### src/rtl/rr_stream_mux.sv
// rr_stream_mux: CH-way round-robin stream mux feeding one registered valid/ready output stage.
// Define RR_STREAM_MUX_PKT_LOCK_EN to add in_last/out_last and hold the grant for a whole packet.
module rr_stream_mux #(
  parameter int CH = 8,
  parameter int W  = 3,
  localparam int SEL_W = $clog2(CH)
) (
  input  logic                 clk,
  input  logic                 rst,
  input  logic [CH-1:0]        in_valid,
  input  logic [CH-1:0][W-1:0] in_data,
`ifdef RR_STREAM_MUX_PKT_LOCK_EN
  input  logic [CH-1:0]        in_last,
  output logic                 out_last,
`endif
  output logic [CH-1:0]        in_ready,
  output logic                 out_valid,
  output logic [W-1:0]         out_data,
  output logic [SEL_W-1:0]     out_sel,
  input  logic                 out_ready
);

  logic [SEL_W-1:0] ptr, grant, next_ptr;
  logic [CH-1:0]    req;
  logic             any_req, load_en, xfer;

`ifdef RR_STREAM_MUX_PKT_LOCK_EN
  logic             locked;
  logic [SEL_W-1:0] lock_ch;

  // While a packet is open only the owning channel is allowed to request.
  always_comb begin
    req = in_valid;
    if (locked) begin
      req          = '0;
      req[lock_ch] = in_valid[lock_ch];
    end
  end
`else
  assign req = in_valid;
`endif

  always_comb begin
    int idx;
    idx     = 0;
    any_req = 1'b0;
    grant   = '0;
    for (int k = 0; k < CH; k++) begin
      idx = int'(ptr) + k;
      if (idx >= CH) idx = idx - CH;
      if (!any_req && req[idx]) begin
        any_req = 1'b1;
        grant   = SEL_W'(idx);
      end
    end
  end

  assign load_en  = !out_valid || out_ready;
  assign xfer     = load_en && any_req && !rst;
  assign next_ptr = (grant == SEL_W'(CH-1)) ? '0 : grant + SEL_W'(1);

  always_comb begin
    in_ready = '0;
    if (xfer) in_ready[grant] = 1'b1;
  end

  always_ff @(posedge clk or posedge rst) begin
    if (rst) begin
      out_valid <= 1'b0;
      out_data  <= '0;
      out_sel   <= '0;
      ptr       <= '0;
`ifdef RR_STREAM_MUX_PKT_LOCK_EN
      out_last  <= 1'b0;
      locked    <= 1'b0;
      lock_ch   <= '0;
`endif
    end else if (load_en) begin
      if (any_req) begin
        out_valid <= 1'b1;
        out_data  <= in_data[grant];
        out_sel   <= grant;
`ifdef RR_STREAM_MUX_PKT_LOCK_EN
        out_last  <= in_last[grant];
        locked    <= !in_last[grant];
        lock_ch   <= grant;
        if (in_last[grant]) ptr <= next_ptr;
`else
        ptr       <= next_ptr;
`endif
      end else begin
        // Drained with nothing to load: data/sel keep their last values.
        out_valid <= 1'b0;
      end
    end
  end

endmodule

### config.mk
export PLATFORM = sky130hd
export DESIGN_NAME = rr_stream_mux
export DESIGN_NICKNAME = d
export VERILOG_FILES = /design/src/rtl/rr_stream_mux.sv
export SDC_FILE = /design/constraint.sdc
export NUM_CORES = 1
export LEC_CHECK = 0
export BUFFER_PORTS_ARGS = -buffer_cell sky130_fd_sc_hd__buf_2
export CORE_MARGIN = 1.5
export CORE_UTILIZATION = 55
export DETAILED_ROUTE_END_ITERATION = 10
export PLACE_DENSITY = 0.83
export SLEW_MARGIN = 10
export SYNTH_ARGS = -nofsm -noshare
export SYNTH_HDL_FRONTEND = slang
export SYNTH_SLANG_ARGS = --single-unit
### constraint.sdc
create_clock -name clk -period 5.45 [get_ports clk]
set_clock_uncertainty 0.15 [all_clocks]
set_input_delay 0.545 -clock clk [delete_from_list [all_inputs] [get_ports clk]]
set_output_delay 0.545 -clock clk [all_outputs]
set_load 0.01 [all_outputs]
==> results of run 1 <==
[worst min-delay path by stage]
stage          startpoint          end  slack, ps  depth (start not counted)
6_report              rst       ptr[1]        100                          2
5_1_grt               rst       ptr[1]        130                          2
4_1_cts               rst       ptr[1]        110                          2
3_5_place_dp   out_sel[1]   out_sel[1]        310                          1
3_3_place_gp   out_sel[1]   out_sel[1]        310                          1
2_1_floorplan         rst  out_data[0]        240                          1
[kinds of logic after synthesis]
logic type               after synthesis  synth area share [%]
buffers and inverters                 24                  6.10
XOR/XNOR                               4                  1.88
adder cells (fa/ha/maj)                3                  2.01
flip-flops                            10                  13.4
AND/OR/NAND/NOR                       69                  18.6
multiplexers                          44                  28.8
AO/OA/AOI/OAI                         72                  29.2
[critical path: cells and delay by family, from the launching register on]
family / cells / cell delay [ps]
buffers and inverters: 3 / 550
AOI/OAI and AO/OA: 3 / 1320
DFF: 1 / 340
muxes: 1 / 360
and+or+nand+nor: 3 / 810
adders and majority gates: 1 / 580
[flip-flops by register name, indices dropped and copies added (netlist names)]
name       flops
ptr            3
out_data       3
out_valid      1
out_sel        3
[metal layers]
layer  share of wire (%)  global-route usage [%]
met5                   0                       0
met4                 1.2                    9.94
met3                 7.8                    3.99
met2                  48                    48.6
met1                  43                    40.3
[cell usage after synthesis (2+ instances only)]
cell type,number
sky130_fd_sc_hd__a21oi_1,9
sky130_fd_sc_hd__and3_1,3
sky130_fd_sc_hd__nand2_1,16
sky130_fd_sc_hd__o32ai_1,2
sky130_fd_sc_hd__o221ai_1,5
sky130_fd_sc_hd__mux4_2,6
sky130_fd_sc_hd__buf_2,4
sky130_fd_sc_hd__o22ai_1,4
sky130_fd_sc_hd__dfrtp_1,10
sky130_fd_sc_hd__nand3_1,6
sky130_fd_sc_hd__mux2i_1,21
sky130_fd_sc_hd__buf_6,2
sky130_fd_sc_hd__or3_1,3
sky130_fd_sc_hd__mux2_2,11
sky130_fd_sc_hd__xnor2_1,2
sky130_fd_sc_hd__inv_2,3
sky130_fd_sc_hd__nor3_1,11
sky130_fd_sc_hd__o211ai_1,10
sky130_fd_sc_hd__nor2b_1,5
sky130_fd_sc_hd__inv_1,7
sky130_fd_sc_hd__nor2_1,12
sky130_fd_sc_hd__a221oi_1,4
sky130_fd_sc_hd__xor2_1,2
sky130_fd_sc_hd__a211oi_1,3
sky130_fd_sc_hd__a21o_1,2
sky130_fd_sc_hd__o21ai_0,10
sky130_fd_sc_hd__or2_1,2
sky130_fd_sc_hd__clkbuf_1,5
sky130_fd_sc_hd__ha_1,3
sky130_fd_sc_hd__a311oi_1,2
sky130_fd_sc_hd__a211o_1,2
sky130_fd_sc_hd__mux2_1,6
sky130_fd_sc_hd__and2_1,2
sky130_fd_sc_hd__o31a_1,3
sky130_fd_sc_hd__nand4_1,3
[area by class of cell]
class / instances / area [sq um] / area share [%]
Inverter: 11 / 41.3 / 1.90
Sequential cell: 10 / 250 / 11.5
Timing Repair Buffer: 55 / 290 / 13.3
Clock buffer: 4 / 36.3 / 1.67
Tap cell: 44 / 55.1 / 2.53
Multi-Input combinational cell: 192 / 1500 / 69.0
[stage by stage]
step / hold WS, ps / cells / utilization [%] / setup WS (ps) / cell area (sq um)
global route: 132 / 316 / 69.5 / 85.3 / 2170
floorplan: 235 / 226 / - / 1330 / 1870
finish: 103 / 316 / 69.5 / 505 / 2170
detailed placement: 314 / 312 / 68.4 / 837 / 2140
CTS: 112 / 316 / 69.5 / 522 / 2170
global placement: 311 / 312 / 68.4 / 928 / 2140
==> impl_summary.txt, run 1 <==
----------------------------------------------------
[Run status]
  Outcome ... complete, no violations

[Global routing]
  Total GRT Usage ... between 20% and 30%
  Number of antenna violations at the first check in global routing ... 0
  Number of global-route vias before repair ... a little under 2,000
  Global-route wire length before repair ... roughly 8600 microns
  Global route total overflow ... 0
  Pin count of the biggest net entering global routing ... 28

[Critical path]
  Setup slack of the most critical reg-to-reg path ... between 1000 and 1500 ps
  Data required time of the critical path ... 4760 ps
  Cell with the largest stage delay on the worst path ... sky130_fd_sc_hd__ha_1
  Crit path largest cell delay ... 580 ps
  Logic depth of the worst register-to-register path ... 12
  Nature of the critical path startpoint ... flip-flop
  Critical path arrival ... between 4000 and 5000 ps
  Startpoint-to-endpoint class of the critical path ... flip-flop to output port
  Startpoint of the lowest-slack register-to-register path ... ptr[1]
  Setup crit end ... in_ready[6]
  Worst path cell trace ... buf_4, ha_1, mux2_1, or3_1, a311o_1, a211oi_4, nand4bb_1, a21oi_1, inv_2, nor3_1, buf_2
  Worst Setup End Kind ... output port
  Reg-to-Reg End ... out_data[2]
  Critical path fanouts, max ... 27
  Startpoint of the most critical setup path ... ptr[0]

[Yosys]
  Number of enable-type register cells in the synthesized netlist ... 0
  Asr flop ratio synth ... between 90% and 100%
  Average size of a mapped cell ... between 8 and 9 sq um
  Synth top area cells ... sky130_fd_sc_hd__dfrtp_1, sky130_fd_sc_hd__mux2i_1, sky130_fd_sc_hd__mux4_2, sky130_fd_sc_hd__mux2_2, sky130_fd_sc_hd__o211ai_1
  Fraction of the yosys area taken by sequential cells ... a little over an eighth
  Library cell with the largest summed area after synthesis ... sky130_fd_sc_hd__dfrtp_1
  Number of nets produced by synthesis ... 264
  Main synth FF type ... sky130_fd_sc_hd__dfrtp_1
  Number of standard cells after synthesis ... 226
  Post-synthesis sequential element count ... 10
  Area of the mapped netlist ... roughly 1900 sq um
  Share of Yosys cell area claimed by the top area cell type ... 13.4%
  YS warnings ... 0
  Count of unique library cells instantiated by Yosys ... 60

[CTS]
  CTS tree ... done
  Sinks on the clock net ... 10
  CTS clock-pin slew for the worst setup and hold paths ... 70 ps
  Clock tree root buffer cell ... sky130_fd_sc_hd__clkbuf_4
  H-tree levels ... 1
  Post-cts gate resize count ... 0
  Clock latency at the later pin of the worst-skew pair ... ~270 ps
  Hold buffer count at cts ... 0
  Setup fix buffers added after clock tree synthesis ... 0
  Buffer depth of the longest clock path ... 2
  Number of buffers created by CTS ... 3

[Timing]
  Setup repair after global routing missed its margin ... no
  Final period util ... between 90% and 100%
  Total negative slack ... 0 ps
  Slew at the pin closest to its max-slew limit ... around 700 ps
  Achievable Freq ... roughly 0.2 GHz
  Shortest clock period the worst path allows after layout ... slightly below 5000 ps
  Hold Vio Cnt, Final ... 0
  Setup-violating endpoint count in the final report ... 0
  Max Slew Vio Count ... 0
  Worst max-slew margin expressed relative to the limit ... 53.4%

[Die]
  Number of ports placed on the die boundary ... 50
  Count of standard-cell rows ... 20
  Die height ... between 60 and 70 microns
  Starting Density ... 59.6%
  Standard cell core area ... ~3100 sq um
  Die area ... 3750 sq um
  Width of the die ... around 61 microns

[Drt]
  Drt first pass iters ... 4
  Drt wl/cell ... 16.1 microns
  Number of routed nets with antenna violations ... 0
  Via density per instance ... 6.50
  DR iter-0 viols ... between 100 and 150
  DR vias ... around 2,100
  Drc violations ... 0
  Detailed Route WL ... between 5000 and 6000 microns

[Layout]
  Most common library cell in the layout ignoring fill and taps ... sky130_fd_sc_hd__buf_2
  Filler instances ... about 250
  Top library cells by usage in the layout, fill and taps aside ... sky130_fd_sc_hd__buf_2, sky130_fd_sc_hd__mux2i_1, sky130_fd_sc_hd__nand2_1
  Ant. Diodes ... 0
  Fraction of layout instances using a drive strength above 1 ... a little under a third
  Layout area overhead ... 16.6%
  Final net count ... between 300 and 400

[Placed design]
  DP Wirelength ... between 3000 and 4000 microns
  Port Buf Inserts ... 49
  Final RePlAce weighted congestion ... a little over 0.9

[Run]
  Total of max-cap violations ... 0

[Worst hold path]
  Min-delay worst type ... input pin to asynchronous set/reset pin

----------------------------------------------------
Power of run 1 is not shown: default switching activity piles up to over one toggle a cycle in this logic, so the estimate is an artifact.
==> run 2, diff against run 1 <==
--- a/config.mk
+++ b/config.mk
@@ -5,11 +5,12 @@
 export SDC_FILE = /design/constraint.sdc
 export NUM_CORES = 1
 export LEC_CHECK = 0
+export ABC_AREA = 1
 export BUFFER_PORTS_ARGS = -buffer_cell sky130_fd_sc_hd__buf_2
 export CORE_MARGIN = 1.5
 export CORE_UTILIZATION = 55
 export DETAILED_ROUTE_END_ITERATION = 10
-export PLACE_DENSITY = 0.83
+export PLACE_DENSITY = 0.86
 export SLEW_MARGIN = 10
 export SYNTH_ARGS = -nofsm -noshare
 export SYNTH_HDL_FRONTEND = slang
==> run 2 against run 1 <==
Effect of this change: core utilization up 0.57 points; hold slack better by 5.1 ps; critical path type unchanged; synthesized area down 20%; sequential cell count unchanged.
==> impl_summary.txt, run 2 <==
----------------------------------------------------
[Run status]
  Outcome ... complete, no violations (unchanged)

[Timing]
  Slew at the pin closest to its max-slew limit ... 467 ps (was 698 ps)
  Achievable Freq ... 0.238 GHz (was 0.202 GHz)
  Max Slew Vio Count ... 0 (unchanged)
  Hold Vio Cnt, Final ... 0 (unchanged)
  Worst max-slew margin expressed relative to the limit ... 68.6% (was 53.4%)
  Setup-violating endpoint count in the final report ... 0 (unchanged)
  Final period util ... 76.9% (was 90.7%)
  Shortest clock period the worst path allows after layout ... 4190 ps (was 4940 ps)
  Total negative slack ... 0 ps (unchanged)
  Setup repair after global routing missed its margin ... no (unchanged)

[Placed design]
  Placed cell count ... 327 (was 312)
  Final RePlAce weighted congestion ... 0.971 (was 0.912)
  Port Buf Inserts ... 49 (unchanged)
  DP Wirelength ... 3190 microns (was 3940 microns)

[Die]
  Width of the die ... 55.1 microns (was 61.2 microns)
  Number of ports placed on the die boundary ... 50 (unchanged)
  Count of standard-cell rows ... 18 (was 20)
  Standard cell core area ... 2520 sq um (was 3130 sq um)
  Starting Density ... 59.1% (was 59.6%)
  Die area ... 3030 sq um (was 3750 sq um)
  Die height ... 55.1 microns (was 61.2 microns)

[CTS]
  Hold buffer count at cts ... 0 (unchanged)
  Clock latency at the later pin of the worst-skew pair ... 270 ps (about the same)
  CTS tree ... done (unchanged)
  Clock tree root buffer cell ... sky130_fd_sc_hd__clkbuf_4 (unchanged)
  Setup fix buffers added after clock tree synthesis ... 0 (unchanged)
  Sinks on the clock net ... 10 (unchanged)
  CTS clock-pin slew for the worst setup and hold paths ... 60 ps (was 70 ps)
  Buffer depth of the longest clock path ... 2 (unchanged)
  Number of buffers created by CTS ... 3 (unchanged)
  Post-cts gate resize count ... 0 (unchanged)
  H-tree levels ... 1 (unchanged)

[Global routing]
  Total GRT Usage ... 27.0% (was 29.7%)
  Pin count of the biggest net entering global routing ... 14 (was 28)
  Global-route wire length before repair ... 6060 microns (was 8570 microns)
  Global route total overflow ... 0 (unchanged)
  Number of global-route vias before repair ... 1,450 (was 1,930)
  Number of antenna violations at the first check in global routing ... 0 (unchanged)

[Drt]
  Drt wl/cell ... 11.6 microns (was 16.1 microns)
  Via density per instance ... 5.29 (was 6.50)
  DR vias ... 1,751 (was 2,053)
  Drc violations ... 0 (unchanged)
  Drt first pass iters ... 4 (unchanged)
  Number of routed nets with antenna violations ... 0 (unchanged)
  Detailed Route WL ... 3850 microns (was 5080 microns)
  DR iter-0 viols ... 74 (was 111)

[Layout]
  Final core utilization ... 70.1% (was 69.5%)
  Final net count ... 340 (was 311)
  Fraction of layout instances using a drive strength above 1 ... 28.2% (was 31.3%)
  Largest registers ... out_data x3, out_sel x3, ptr x3 (unchanged)
  Ant. Diodes ... 0 (unchanged)
  Layout area overhead ... 18.5% (was 16.6%)
  Top library cells by usage in the layout, fill and taps aside ... sky130_fd_sc_hd__nand2_1, sky130_fd_sc_hd__buf_2, sky130_fd_sc_hd__nand3_1 (was sky130_fd_sc_hd__buf_2, sky130_fd_sc_hd__mux2i_1, sky130_fd_sc_hd__nand2_1)
  Non-filler instance count after layout ... 331 (was 316)
  Most common library cell in the layout ignoring fill and taps ... sky130_fd_sc_hd__nand2_1 (was sky130_fd_sc_hd__buf_2)

[Critical path]
  Crit path largest cell delay ... 570 ps (was 580 ps)
  Startpoint-to-endpoint class of the critical path ... flip-flop to output port (unchanged)
  Critical path arrival ... 3500 ps (was 4250 ps)
  Worst path cell trace ... inv_2, ha_1, inv_1, nand3_1, nand3_2, nand2_2, nor2_8, nand3_1, nand2_1, inv_2, nor2_2, nand3_4, nand2_4, inv_2, nor2_1, nand2_1, nor2_1, buf_2 (was buf_4, ha_1, mux2_1, or3_1, a311o_1, a211oi_4, nand4bb_1, a21oi_1, inv_2, nor3_1, buf_2)
  Reg-to-Reg End ... ptr[1] (was out_data[2])
  Data required time of the critical path ... 4760 ps (about the same)
  Cell with the largest stage delay on the worst path ... sky130_fd_sc_hd__dfrtp_1 (was sky130_fd_sc_hd__ha_1)
  Nature of the critical path startpoint ... flip-flop (unchanged)
  Worst Setup End Kind ... output port (unchanged)
  Library cell appearing most often on the critical path ... sky130_fd_sc_hd__inv_2
  Startpoint of the most critical setup path ... ptr[0] (unchanged)
  Startpoint of the lowest-slack register-to-register path ... ptr[0] (was ptr[1])
  Logic depth of the worst register-to-register path ... 16 (was 12)
  Setup crit end ... in_ready[2] (was in_ready[6])
  Critical path fanouts, max ... 13 (was 27)
  Setup slack of the most critical reg-to-reg path ... 2010 ps (was 1030 ps)

[Run]
  Total of max-cap violations ... 0 (unchanged)

[Yosys]
  Average size of a mapped cell ... 5.89 sq um (was 8.25 sq um)
  Number of enable-type register cells in the synthesized netlist ... 0 (unchanged)
  Number of nets produced by synthesis ... 291 (was 264)
  Count of unique library cells instantiated by Yosys ... 27 (was 60)
  Fraction of the yosys area taken by sequential cells ... 16.8% (was 13.4%)
  Main synth FF type ... sky130_fd_sc_hd__dfrtp_1 (unchanged)
  Most used standard cells in the synthesized netlist ... sky130_fd_sc_hd__nand2_1, sky130_fd_sc_hd__nand3_1, sky130_fd_sc_hd__nor2_1 (was sky130_fd_sc_hd__mux2i_1, sky130_fd_sc_hd__nand2_1, sky130_fd_sc_hd__nor2_1)
  Synth top area cells ... sky130_fd_sc_hd__nand2_1, sky130_fd_sc_hd__dfrtp_1, sky130_fd_sc_hd__nand3_1, sky130_fd_sc_hd__nor2_1, sky130_fd_sc_hd__inv_1 (was sky130_fd_sc_hd__dfrtp_1, sky130_fd_sc_hd__mux2i_1, sky130_fd_sc_hd__mux4_2, sky130_fd_sc_hd__mux2_2, sky130_fd_sc_hd__o211ai_1)
  Library cell with the largest summed area after synthesis ... sky130_fd_sc_hd__nand2_1 (was sky130_fd_sc_hd__dfrtp_1)
  YS warnings ... 0 (unchanged)
  Post-synthesis sequential element count ... 10 (unchanged)
  Asr flop ratio synth ... 100% (unchanged)
  Share of Yosys cell area claimed by the top area cell type ... 21.6% (was 13.4%)
  Number of standard cells after synthesis ... 253 (was 226)
  Area of the mapped netlist ... 1490 sq um (was 1870 sq um)
  Most used standard cell by instance count after synthesis ... sky130_fd_sc_hd__nand2_1 (was sky130_fd_sc_hd__mux2i_1)

[Worst hold path]
  Min-delay worst type ... input pin to asynchronous set/reset pin (unchanged)

----------------------------------------------------
run 2: cell types whose count changed after synthesis, sizes merged, moves of 6 or more:
cell / before / now
a21oi: 9 / 3
nor3: 11 / 0
o21ai: 12 / 6
nor2: 13 / 35
mux2: 17 / 0
nand2: 16 / 99
inv: 10 / 26
mux4: 6 / 0
mux2i: 21 / 0
o211ai: 10 / 0
nand3: 6 / 48
run 2: through the flow:
stage | setup slack (ps) | instance area [sq um] | hold WS, ps
after floorplan | 2100 | 1490 | 252
after global placement | 1640 | 1730 | 311
after detailed placement | 1560 | 1730 | 324
after CTS | 1260 | 1770 | 115
after global routing | 866 | 1770 | 150
final | 1260 | 1770 | 108
run 2: how the worst min path moves through the flow:
stage,endpoint,slack [ps],cells past startpoint
2_1_floorplan,out_data[0],250,1
3_3_place_gp,out_sel[2],310,2
3_5_place_dp,out_sel[1],320,2
4_1_cts,out_sel[1],120,2
5_1_grt,out_sel[1],150,2
6_report,out_sel[1],110,2
run 2: per-layer routing:
metal	vias to the layer above	routed length (microns)	global-route usage (%)
met5	-	0	0
li1	906	-	-
met4	0	65	9.35
met1	770	1800	38.0
met3	7	284	4.57
met2	68	1700	41.3
run 2: kinds of logic after synthesis:
kind of cell	count (synthesis)	synth area share, %
flops	10	16.8
fa+ha+maj	3	2.52
compound gates	13	4.87
buf+inv	33	9.90
xor+xnor	4	2.35
simple gates	190	63.6
run 2: cell type report:
type | instances | area (sq um)
multi-input combinational | 210 | 1090
fill | 243 | 754
sequential | 10 | 250
timing repair buffer | 49 | 245
inverter | 28 | 105
tap | 30 | 37.5
clock buffer | 4 | 36.3
run 2: critical path: cells and delay by family, from the launching register on:
| family | cells | cell delay, ps |
|---|---|---|
| flops | 1 | 570 |
| buf+inv | 5 | 690 |
| simple gates | 12 | 1540 |
| fa+ha+maj | 1 | 440 |
Power of run 2 is left out for the same reason.
